--- src/rtl/countdown_timer.sv ---
// Loadable down-counter with IDLE/RUN/DONE control and a one-cycle done pulse.
// Define COUNTDOWN_TIMER_RELOAD_EN to restart from the last loaded value after each DONE.
module countdown_timer #(
   parameter int unsigned WIDTH = 3
) (
   input  logic             clk,
   input  logic             rst,
   input  logic             load,
   input  logic [WIDTH-1:0] load_val,
   input  logic             start,
   input  logic             en,
   output logic [WIDTH-1:0] count,
   output logic             busy,
   output logic             done,
   output logic             zero
);

   typedef enum logic [1:0] {
      IDLE = 2'd0,
      RUN  = 2'd1,
      DONE = 2'd2
   } state_t;

   state_t           state;
   state_t           state_nxt;
   logic [WIDTH-1:0] count_nxt;

`ifdef COUNTDOWN_TIMER_RELOAD_EN
   logic [WIDTH-1:0] reload;
   logic [WIDTH-1:0] reload_nxt;
`endif

   // State, count and decoded status flags
   always_ff @(posedge clk) begin
      if (rst) begin
         state <= IDLE;
         count <= '0;
         busy  <= 1'b0;
         done  <= 1'b0;
`ifdef COUNTDOWN_TIMER_RELOAD_EN
         reload <= '0;
`endif
      end else begin
         state <= state_nxt;
         count <= count_nxt;
         busy  <= (state_nxt == RUN);
         done  <= (state_nxt == DONE);
`ifdef COUNTDOWN_TIMER_RELOAD_EN
         reload <= reload_nxt;
`endif
      end
   end

   // Next-state logic; load overrides every state
   always_comb begin
      state_nxt = state;
      count_nxt = count;
`ifdef COUNTDOWN_TIMER_RELOAD_EN
      reload_nxt = reload;
`endif
      if (load) begin
         state_nxt = IDLE;
         count_nxt = load_val;
`ifdef COUNTDOWN_TIMER_RELOAD_EN
         reload_nxt = load_val;
`endif
      end else begin
         case (state)
            IDLE: begin
               if (start) begin
                  state_nxt = (count == '0) ? DONE : RUN;
               end
            end
            RUN: begin
               // RUN is only entered with a nonzero count, so the zero guard never fires
               if (en) begin
                  if (count == WIDTH'(1)) begin
                     count_nxt = '0;
                     state_nxt = DONE;
                  end else if (count != '0) begin
                     count_nxt = count - WIDTH'(1);
                  end
               end
            end
            DONE: begin
`ifdef COUNTDOWN_TIMER_RELOAD_EN
               if (reload != '0) begin
                  count_nxt = reload;
                  state_nxt = RUN;
               end else begin
                  count_nxt = '0;
                  state_nxt = IDLE;
               end
`else
               count_nxt = '0;
               state_nxt = IDLE;
`endif
            end
            default: begin
               state_nxt = IDLE;
               count_nxt = '0;
            end
         endcase
      end
   end

   assign zero = (count == '0);

endmodule

--- config.mk ---
export PLATFORM = sky130hd
export DESIGN_NAME = countdown_timer
export DESIGN_NICKNAME = d
export VERILOG_FILES = /design/src/rtl/countdown_timer.sv
export SDC_FILE = /design/constraint.sdc
export NUM_CORES = 1
export LEC_CHECK = 0
export BUFFER_PORTS_ARGS = -buffer_cell sky130_fd_sc_hd__buf_2
export CAP_MARGIN = 20
export CORE_MARGIN = 3
export CORE_UTILIZATION = 30
export DETAILED_ROUTE_END_ITERATION = 7
export PLACE_DENSITY = 0.62
export SLEW_MARGIN = 20
export SYNTH_ARGS = -nofsm -noshare
export SYNTH_HDL_FRONTEND = slang
export SYNTH_SLANG_ARGS = --single-unit
--- constraint.sdc ---
create_clock -name clk -period 3.59 [get_ports clk]
set_input_delay 0.359 -clock clk [delete_from_list [all_inputs] [get_ports clk]]
set_output_delay 0.359 -clock clk [all_outputs]
set_load 0.05 [all_outputs]
# Word-level counts from Yosys, hierarchy flattened
# Index checks and enable logic that the tools add are counted.
[totals]
ff_bits = 7
inputBits = 8
wordCells = 27
[op_classes]
add_sub_neg = 1
n_eq_ne = 7
muxes = 11
n_reduce_logical = 4
[op_table]
columns = ["op", "count"]
rows = [
  ["3-bit two-way mux", 4],
  ["2-bit two-way mux", 5],
  ["3-bit case mux with 2 select lines", 1],
  ["2-bit by 1-bit == test with 1-bit output (second input constant)", 2],
  ["4-bit != test (second input constant)", 1],
  ["2-bit case mux with 2 select lines", 1],
  ["3-bit by 1-bit == test with 1-bit output (second input constant)", 1],
  ["3-bit logical NOT", 1],
  ["3-bit != test (second input constant)", 1],
  ["3-bit AND reduction", 1],
  ["3-bit nonzero test", 1],
  ["3-bit by 1-bit subtractor with 3-bit output (second input constant)", 1],
  ["2-bit == test (second input constant)", 1],
  ["2-bit logical NOT", 1],
  ["2-bit != test (second input constant)", 1],
]

# Depth between registers and ports, before layout
[depth]
depth_word = 6
depth_mapped = 6
mapped_depth_nobuf = 6

# Least setup slack after synthesis
# No wires, ideal clock.
[synth_path]
kind = "reg-to-reg"
from = "register count[1]"
to = "register count[0]"
setup_time_ps = 86
t_arrival_ps = 1880
t_required_ps = 3504
slack_ps = 1625
stages_incl_launch_ff = 7
synth_period_minus_slack_ps = 1965
path_cell_list = "dfxtp_1 inv_1 ha_1 or3b_4 a31oi_4 a211oi_1 a211oi_1"
[synth_via]
elab_chain_len = 5
word_cells_on_any_way = 8
classes_between = "2 x eq/ne; 4 x mux; 2 x reduce/logical"
[synth_rtl]
columns = ["element", "line", "text"]
rows = [
  ["start, declared", "12", "output logic [WIDTH-1:0] count,"],
  ["start signal, assigned", "45", "count <= count_nxt;"],
  ["3-bit by 1-bit == test with 1-bit output", "77", "if (count == WIDTH'(1)) begin"],
  ["3-bit two-way mux", "77", ""],
  ["3-bit two-way mux", "76", "if (en) begin"],
  ["3-bit case mux with 2 select lines", "68", "case (state)"],
  ["3-bit two-way mux", "61", "if (load) begin"],
]
# Several ways; a longest one is shown, not always the timed one. The select of a mux whose other input is x is not followed.
# A chain may end at the register's enable or synchronous reset.

# Worst setup path after layout
[layout_path]
from = "register count[0]"
to = "output zero"
[layout_via]
elab_chain_len = 1
[layout_rtl]
columns = ["element", "line", "text"]
rows = [
  ["3-bit logical NOT", "107", "assign zero = (count == '0);"],
  ["end, declared", "15", "output logic zero"],
]
# No other way between the ends.

==> flow_summary.ini <==
[sta]
finalSetupViolCount = 0
fin_crit_ns = 1.66
timing.clock.skew_ns = 0.00460
holdWs_ns = 0.380
tns_ns = 0
period_share_pct = 46.2
fmax_mhz = 603
hold_viol = 0
drv_slew = 0
rsz0062_at_grt = false
worstMarginPinSlew_ns = 0.317
slew_headroom_pct = 78.8

[power_and_ir_drop]
p_per_area_mw_per_mm2 = 431
power_uw = 219
p_leak_nw = 0.213
peakVddDrop_v = 0.000227

[critical_path]
reg2reg_to = count[0]
arrival_ns = 1.30
crit_fanout = 4
reg2reg_slack_ns = 1.93
critPathRequiredTime_ns = 3.23
slowest_stage = dfxtp_1
reg2regPathDepth = 6
cp-start-kind = flip-flop
r2r-start = count[1]
cp_cell_sequence = inv_1 -> ha_1 -> and2b_1 -> buf_2
crit_type = flip-flop to primary output
slowest_delay_ns = 0.37
cp-end-kind = primary output

[yosys]
synth_cells = 40
synth.net_count = 51
synthFlopType = dfxtp_1
ys_async_sr_fraction_pct = 0
synth-seq-area-share_pct = 35.2
avgSynthCellArea_um2 = 9.95
synth-seq-cells = 7
synth_cell_type_count = 21
ys.warnings.count = 0
synth_area_um2 = 398
synth-edff-count = 0

[clocking]
holdBufCountCts = 0
cts_tree = yes
cts_root_buffer = clkbuf_4
path_clk_slew_ns = 0.05
clk_latency_ns = 0.25
cts_buffers = 3
post_cts_resized = 0
h-tree-depth = 1
post_cts_buffers = 0
cts_sinks = 7
clock_path_buffers = 2

[cells_and_area]
area_delta_synth_final_pct = 27.4
drive_above_1_share_pct = 36.8
final_cell_mix = buf_2 (13), dfxtp_1 (7), a211oi_1 (4)
stdcell_area_um2 = 507
regArea_um2 = 140
final_common_cell = buf_2
nNetsFinal = 69
multi_input_area_um2 = 246
num-fill-cells = 116
antenna_cells = 0

[route]
first_pass_iters = 4
remaining_drc_errors = 0
drtIter0Drc = 7
wl_per_cell_um = 12.0
final_antenna_net_count = 0
viasPerCell = 5.25
vias = 373
wl_um = 849

[global_route]
grt_overflow_total = 0
grt_max_degree = 11
grt_use_total_pct = 10.0
antenna_found_initial = 0
grt_pass1_vias = 323
grt_pass1_wl_um = 1370

[job]
drv_cap = 0

[die]
start_util_pct = 34.0
core_area_mm2 = 0.00117
die_w_um = 42.4
rows = 12
dieHeight_um = 42.4
die_area_mm2 = 0.00180
pin_count = 14

[placed_design]
routabilityCongestion = 0.751
place_hpwl_um = 662
placed_cell_area_um2 = 480
port_buffers = 13

[min_path]
hp-start = rst
whs_path_depth = 2
hold_path_end = state[1]
hold_path_class = primary input to flip-flop

[status]
outcome = finished clean
metal layers:
layer  up-vias  global-route usage [%]  wire, um
met5         -                       0         0
met4         0                       0         0
met3         0                    7.30        79
met2        11                    14.3       363
met1       176                    13.0       406
li1        186                       -         -
Yosys cell counts, types with 2 or more instances:
cell / count / area share (%)
dfxtp_1: 7 / 35
a211oi_1: 4 / 7.5
ha_1: 3 / 9.4
inv_1: 3 / 2.8
a21oi_1: 2 / 2.5
and2b_1: 2 / 3.8
nand2_1: 2 / 1.9
nor3_1: 2 / 2.5
nor4_1: 2 / 3.1
or3b_4: 2 / 5.7
through the flow:
step                setup WS (ns)  cells  utilization (%)
CTS                          1.93     71             43.3
global route                 1.81     71             43.3
global placement             1.96     67             41.0
detailed placement           1.94     67             41.0
floorplan                    1.62     40                -
finish                       1.93     71             43.3
sequential cells by signal, indices dropped and copies added (netlist names):
| signal | count |
|---|---|
| state | 2 |
| busy | 1 |
| count | 3 |
| done | 1 |
worst max path at each step:
stage / start / endpoint / cells past startpoint
after floorplan: count[1] / count[0] / 6
after global placement: count[0] / done / 5
after detailed placement: count[1] / count[1] / 6
after CTS: count[0] / zero / 4
after global routing: count[1] / count[1] / 6
final: count[0] / zero / 4
logic make-up after synthesis:
| family | after synthesis | synth area share (%) |
|---|---|---|
| AOI/OAI and AO/OA | 11 | 26.1 |
| adders and majority gates | 3 | 9.43 |
| DFF | 7 | 35.2 |
| buffers and inverters | 3 | 2.83 |
| and+or+nand+nor | 16 | 26.4 |
where the power goes:
part | internal (mW) | total (mW) | switching (mW)
sequential | 0.0822 | 0.0860 | 0.00383
combinational | 0.0232 | 0.0626 | 0.0394
clock | 0.0423 | 0.0699 | 0.0276
worst max-delay path, delay by kind of cell (launching register included):
family,cells,cell delay (ns)
simple gates,1,0.15
buf+inv,2,0.30
flops,1,0.37
fa+ha+maj,1,0.22
area by class of cell:
cell class / count / share of cell area, %
multi-input cells: 30 / 48.6
clock buffers: 4 / 5.19
repair buffers: 13 / 12.8
flip-flops and latches: 7 / 27.7
well taps: 14 / 3.46
inverters: 3 / 2.22
No activity file was read; power rests on OpenSTA's default activity.
